<file path="src/rtl/reset_sequencer.sv">
`default_nettype none
// ============================================================================
// Module   : reset_sequencer
// Purpose  : Central SoC reset controller. Merges the global asynchronous
//            reset, a synchronized and debounced external reset pin, and a
//            synchronous software reset pulse. Releases DOMAINS reset domains
//            one at a time, bit 0 first, and reports the last reset cause.
// Ports    : clk_i          - system clock
//            rst_i          - global reset, asynchronous, active-high
//            ext_rst_n_i    - external reset pin, active-low, asynchronous
//            sw_rst_i       - software reset pulse, synchronous to clk_i
//            domain_rst_n_o - per-domain reset, active-low, registered
//            ready_o        - all domains released, registered
//            cause_o        - last reset cause: 00 global, 01 ext, 10 sw
// Revision : 1.0 - initial release
// ============================================================================
module reset_sequencer #(
  parameter int DOMAINS         = 4,
  parameter int HOLD_CYCLES     = 16,
  parameter int STEP_CYCLES     = 8,
  parameter int DEBOUNCE_CYCLES = 4,
  parameter int SYNC_STAGES     = 2
) (
  input  logic               clk_i,
  input  logic               rst_i,
  input  logic               ext_rst_n_i,
  input  logic               sw_rst_i,
  output logic [DOMAINS-1:0] domain_rst_n_o,
  output logic               ready_o,
  output logic [1:0]         cause_o
);

  localparam int HW = $clog2(HOLD_CYCLES + 1);
  localparam int SW = $clog2(STEP_CYCLES + 1);
  localparam int DW = $clog2(DEBOUNCE_CYCLES + 1);

  localparam logic [HW-1:0] HOLD_LAST = HW'(HOLD_CYCLES - 1);
  localparam logic [SW-1:0] STEP_LAST = SW'(STEP_CYCLES - 1);
  localparam logic [DW-1:0] DEB_LAST  = DW'(DEBOUNCE_CYCLES - 1);
  localparam logic [DW-1:0] DEB_SAT   = DW'(DEBOUNCE_CYCLES);

  localparam logic [1:0] CAUSE_GLOBAL = 2'b00;
  localparam logic [1:0] CAUSE_EXT    = 2'b01;
  localparam logic [1:0] CAUSE_SW     = 2'b10;

  typedef enum logic [1:0] {
    ST_ASSERT  = 2'd0,
    ST_HOLD    = 2'd1,
    ST_RELEASE = 2'd2,
    ST_RUN     = 2'd3
  } state_t;

  // --------------------------------------------------------------------------
  // External pin synchronizer and debounce
  // --------------------------------------------------------------------------
  logic [SYNC_STAGES-1:0] sync_q;
  logic [DW-1:0]          deb_cnt;
  logic                   ext_sync;
  logic                   ext_trig;

  assign ext_sync = sync_q[SYNC_STAGES-1];
  // Fires exactly once per press: the counter saturates one past the trigger
  // value, so a pin held low does not retrigger.
  assign ext_trig = !ext_sync && (deb_cnt == DEB_LAST);

  always_ff @(posedge clk_i or posedge rst_i) begin
    if (rst_i) begin
      sync_q  <= '1;
      deb_cnt <= '0;
    end else begin
      sync_q <= {sync_q[SYNC_STAGES-2:0], ext_rst_n_i};
      if (ext_sync) begin
        deb_cnt <= '0;
      end else if (deb_cnt != DEB_SAT) begin
        deb_cnt <= deb_cnt + 1'b1;
      end
    end
  end

  // --------------------------------------------------------------------------
  // Sequencing FSM
  // --------------------------------------------------------------------------
  state_t             state, state_n;
  logic [HW-1:0]      hold_cnt, hold_n;
  logic [SW-1:0]      step_cnt, step_n;
  logic [DOMAINS-1:0] dom_n, dom_step;
  logic               ready_n;
  logic [1:0]         cause_n;

  // Next thermometer value: shift the released bits up and fill bit 0.
  assign dom_step = (domain_rst_n_o << 1) | DOMAINS'(1);

  always_ff @(posedge clk_i or posedge rst_i) begin
    if (rst_i) begin
      state          <= ST_HOLD;
      hold_cnt       <= '0;
      step_cnt       <= '0;
      domain_rst_n_o <= '0;
      ready_o        <= 1'b0;
      cause_o        <= CAUSE_GLOBAL;
    end else begin
      state          <= state_n;
      hold_cnt       <= hold_n;
      step_cnt       <= step_n;
      domain_rst_n_o <= dom_n;
      ready_o        <= ready_n;
      cause_o        <= cause_n;
    end
  end

  always_comb begin
    state_n = state;
    hold_n  = hold_cnt;
    step_n  = step_cnt;
    dom_n   = domain_rst_n_o;
    ready_n = ready_o;
    cause_n = cause_o;

    case (state)
      ST_ASSERT: begin
        if (ext_sync) begin
          state_n = ST_HOLD;
          hold_n  = '0;
          step_n  = '0;
        end
      end
      ST_HOLD: begin
        if (hold_cnt == HOLD_LAST) begin
          hold_n = '0;
          step_n = '0;
          dom_n  = DOMAINS'(1);
          if (DOMAINS == 1) begin
            state_n = ST_RUN;
            ready_n = 1'b1;
          end else begin
            state_n = ST_RELEASE;
          end
        end else begin
          hold_n = hold_cnt + 1'b1;
        end
      end
      ST_RELEASE: begin
        if (step_cnt == STEP_LAST) begin
          step_n = '0;
          dom_n  = dom_step;
          if (dom_step[DOMAINS-1]) begin
            state_n = ST_RUN;
            ready_n = 1'b1;
          end
        end else begin
          step_n = step_cnt + 1'b1;
        end
      end
      default: begin
      end
    endcase

    // Software reset restarts the hold period from any non-ASSERT state.
    if (sw_rst_i && (state != ST_ASSERT)) begin
      state_n = ST_HOLD;
      hold_n  = '0;
      step_n  = '0;
      dom_n   = '0;
      ready_n = 1'b0;
      cause_n = CAUSE_SW;
    end

    // External trigger is evaluated last so it wins over a coincident sw pulse.
    if (ext_trig) begin
      state_n = ST_ASSERT;
      hold_n  = '0;
      step_n  = '0;
      dom_n   = '0;
      ready_n = 1'b0;
      cause_n = CAUSE_EXT;
    end
  end

endmodule
`default_nettype wire
</file>
<file path="config.mk">
export PLATFORM = sky130hd
export DESIGN_NAME = reset_sequencer
export DESIGN_NICKNAME = d
export VERILOG_FILES = /design/src/rtl/reset_sequencer.sv
export SDC_FILE = /design/constraint.sdc
export NUM_CORES = 1
export LEC_CHECK = 0
export BUFFER_PORTS_ARGS = -buffer_cell sky130_fd_sc_hd__buf_2
export CORE_UTILIZATION = 30
export DETAILED_ROUTE_END_ITERATION = 8
export PLACE_DENSITY = 0.53
export SLEW_MARGIN = 20
export SYNTH_ARGS = -nofsm -noshare
export SYNTH_HDL_FRONTEND = slang
export SYNTH_SLANG_ARGS = --single-unit
</file>
<file path="constraint.sdc">
create_clock -name clk_i -period 1.9 [get_ports clk_i]
set_input_delay 0.095 -clock clk_i [delete_from_list [all_inputs] [get_ports clk_i]]
set_output_delay 0.095 -clock clk_i [all_outputs]
set_load 0.02 [all_outputs]
</file>
==> run summary <==
The endpoint identified for the worst register-to-register timing path is hold_cnt[0]. The post-route total power was 2000 uW. The largest individual stage delay along the critical path comes from the cell sky130_fd_sc_hd__dfrtp_1. The number of detailed-route iterations in the first pass is 4.

The combined buffer and inverter count along the critical path is 1. Of all nets on the critical path, the largest fanout is 7. The final layout net count was 152. In this run the critical register-to-register path is launched from deb_cnt[0]. First-pass GRT wire length: 4347 um.

0 antenna diodes ended up in the layout. The x dimension of the die was 67.58 um; the cell area after technology mapping was 0.001290 mm2. The die is 67.58 um tall.

In the synthesized netlist, the number of instances is 113. The count of cell types in the netlist came out at 44. The type of destination of the critical path is a flip-flop. Setup repair after global routing could not meet its margin everywhere. STA classifies the critical path startpoint as a flip-flop.

Adding up every negative setup slack in the final design gives 0 ns. For this design the static power due to leakage is 0.0007548 uW. The run gives 0.5500 mV as the highest ir drop seen on vdd. Worst-case hold path end point: ready_o. On the critical path the largest part of the delay comes from simple AND/OR/NAND/NOR gates. Sequential-to-total area share from yosys stat: 0.4491. In this run the power density over the cells is 1301 mW/mm2.

The worst register-to-register path has a setup slack of 0.05 ns. Sorting the synthesized cells by area gives the leading types as sky130_fd_sc_hd__dfrtp_1, sky130_fd_sc_hd__ha_1, sky130_fd_sc_hd__dfstp_2, sky130_fd_sc_hd__a22o_1, sky130_fd_sc_hd__inv_1. The tools report the warning count from the yosys run as 0.

The logs give 0.6591 for the relative slew slack and 23 for the number of sinks driven by the clock tree. The number of clock buffers inserted by TritonCTS is 3. The count of final setup violators is 0, and the fraction of layout cells with a size suffix above 1 is 0.3333. The synthesized design spends more area on one cell type than any other, namely sky130_fd_sc_hd__dfrtp_1.

The logs give 0 for the number of slew-limit violations in the final report and 0 for the final global-route overflow total. The complex-gate fraction of the synthesized area is 0.1911. TritonCTS built the clock tree. Clock-pin slew was measured on the worst setup and hold paths at 0.08 ns. For the violation count after the first detailed-routing iteration, the log shows 51.

After layout, the minimum clock period comes to 1.849 ns. The achievable frequency was 540.8 MHz; the total number of vias was 939. The tool flagged a number of max-cap violations equal to 0.

The detail route stage leaves a number of antenna-violating nets equal to 0. For the worst-skew pair, the clock arrives at the later sink with an insertion delay of 0.26 ns. In this run the core area contains 23 standard-cell rows.

For the worst setup path, the data arrival time is 2.00 ns. The run gives 1838 um as the post-detailed-placement half-perimeter wirelength. In this run the worst setup path begins at deb_cnt[0]. Compared with the post-synthesis result, the final layout area differs by 19.20%.

The per-instance average area after synthesis was 11.42 um2. The number of antenna violations at the first check in global routing was 0. For the pin count of the biggest net entering global routing, the log shows 24. The run finished with clean final reports. For the number of levels in the clock H-tree, the log shows 1.

Counting cells, the worst reg-to-reg path comes to 7. The mux contribution to synthesized area works out to 0.02813. On the worst path, the slowest cell contributes a delay of 0.40 ns. During placement, the flow inserted port buffers numbering 10.

The routed wire length is 2463 um. Cell repeated most along the worst path: sky130_fd_sc_hd__ha_2. The final worst-path cycle share was 0.9732; the setup slack at placement was -0.04317 ns.

At the worst endpoint, the required time is 2.05 ns. Synthesis produced a netlist with a net count of 126. The count of flip-flops with a built-in enable after synthesis was 0. The tools report the placer's final routability congestion estimate as 0.7507.

The combinational family with the most area after synthesis was simple AND/OR/NAND/NOR gates. The basic-gate share of the synthesized area counting and, or, nand and nor cells came out at 0.1940. The worst hold path belongs to the class primary input to flip-flop. The hold violation total from the final report was 0; the area used by multi-input combinational logic was 664.4 um2.

The async set-reset flop share out of synthesis was 1.000; the area of the die was 0.004566 mm2. The run gives 938 as the number of global-route vias before repair. The root buffer cell is sky130_fd_sc_hd__clkbuf_8. The xor-xnor portion of the synthesized cell area came out at 0.006790. The core region is 0.004058 mm2. In the routed design, unresolved DRC markers number 0.

The deepest clock path buffer count is 2. The hold-critical path depth was 4. For the total routing usage reported by global routing, the log shows 0.1304. Critical path class: flip-flop to flip-flop. In the routed layout, each cell is associated on average with a via count of 4.995.

The adder-cell area share of the yosys netlist came out at 0.08729. The run gives 579.3 um2 as the area occupied by registers. The library cells used most frequently in the layout, excluding fill and tap cells, are sky130_fd_sc_hd__dfrtp_1, sky130_fd_sc_hd__buf_4, sky130_fd_sc_hd__buf_2. For the pin with the worst max-slew slack, the measured transition is 0.5060 ns.

Leaving out fill and tap cells, the most frequent cell in the layout is sky130_fd_sc_hd__dfrtp_1. The top flip-flop cell by instance count after synthesis was sky130_fd_sc_hd__dfrtp_1. Dividing the detail-routed wire length by the instance count gives 13.10 um. The worst hold path begins at sw_rst_i.

In this run the number of cells on the critical path is 7. Traced cell by cell, the critical path runs through ha_2 > ha_2 > or3b_4 > o41ai_4 > buf_4 > nor2_2 > mux2_2. The tools report the I/O pin count as 11. Setup slack closes at 0.05094 ns. The initial core utilization is 0.3179. The share of the synthesized area in the top cell type is 0.3880, and the number of flip-flops and latches in the synthesized netlist is 23. The clock tree skew after final layout came out at 0.005209 ns.

Counting the fill cells in the layout gives 397.
-- registers in the layout, indices dropped and copies added, names as in the netlist --
| signal | flops |
|---|---|
| hold_cnt | 5 |
| domain_rst_n_o | 4 |
| step_cnt | 4 |
| deb_cnt | 3 |
| cause_o | 2 |
| state | 2 |
| sync_q | 2 |
| ready_o | 1 |
-- through the flow --
step                      instances  instance area (um2)  hold slack [ns]  utilization
after global placement          179                 1440           0.1492       0.3549
after detailed placement        179                 1440           0.1570       0.3549
final                           188                 1538           0.2764       0.3790
after CTS                       187                 1525           0.2707       0.3759
after global routing            188                 1538           0.2898       0.3790
after floorplan                 113                 1290          0.09470            -
-- cells in the mapped netlist, types with 2 or more instances --
master / number
sky130_fd_sc_hd__nor2b_1: 3
sky130_fd_sc_hd__nand3_2: 2
sky130_fd_sc_hd__o21bai_1: 2
sky130_fd_sc_hd__nand3_1: 5
sky130_fd_sc_hd__inv_1: 9
sky130_fd_sc_hd__a31oi_1: 3
sky130_fd_sc_hd__buf_6: 2
sky130_fd_sc_hd__dfrtp_1: 20
sky130_fd_sc_hd__and3_1: 2
sky130_fd_sc_hd__ha_1: 9
sky130_fd_sc_hd__a22o_1: 5
sky130_fd_sc_hd__nand2_1: 9
sky130_fd_sc_hd__nor2_1: 5
sky130_fd_sc_hd__dfstp_2: 3
sky130_fd_sc_hd__a21oi_1: 4
sky130_fd_sc_hd__nand3b_1: 2
-- per-layer routing --
| metal | up-vias | track usage | wire [um] | part of all wire |
|---|---|---|---|---|
| li1 | 459 | - | - | - |
| met1 | 462 | 0.1600 | 1196 | 0.49 |
| met2 | 13 | 0.2153 | 1166 | 0.47 |
| met3 | 5 | 0.04054 | 72 | 0.029 |
| met4 | 0 | 0.03989 | 27 | 0.011 |
| met5 | - | 0 | 0 | 0 |
-- kinds of logic after synthesis --
kind of cell	Yosys count
compound gates	26
xor+xnor	1
fa+ha+maj	9
buf+inv	11
flops	23
mux	3
simple gates	40
-- cell type report --
cell class	count	share of cell area
well taps	50	0.04068
inverters	9	0.02197
flip-flops and latches	23	0.3767
repair buffers	23	0.09927
clock buffers	4	0.02929
multi-input cells	79	0.4321
-- repair_timing --
item	CTS	global route
pin swaps	1	1
endpoints found under the hold margin	21	0
buffers inserted	2	1
hold buffers	2	0
gates resized for setup	2	3
endpoints found under the setup margin	3	7
-- report_power, final --
group	internal, uW	switching [uW]	leakage (uW)	total [uW]
clock	150	155	0.0000228	305
combinational	484	538	0.000433	1020
sequential	598	75.7	0.000299	674
-- worst register-to-register path: cells and delay by family (launching register included) --
| kind | cells | cell delay [ns] |
|---|---|---|
| DFF | 1 | 0.40 |
| buffers and inverters | 1 | 0.19 |
| and+or+nand+nor | 2 | 0.45 |
| adders and majority gates | 2 | 0.38 |
| AOI/OAI and AO/OA | 1 | 0.06 |
| muxes | 1 | 0.27 |
-- how the worst max path moves through the flow --
stage / end / slack [ns]
after CTS: step_cnt[3] / 0.01
final: hold_cnt[0] / 0.05
after floorplan: step_cnt[3] / 0.08
after global routing: step_cnt[3] / -0.02
after global placement: step_cnt[3] / -0.02
after detailed placement: step_cnt[3] / -0.04
No activity file was read; power rests on OpenSTA's default activity.
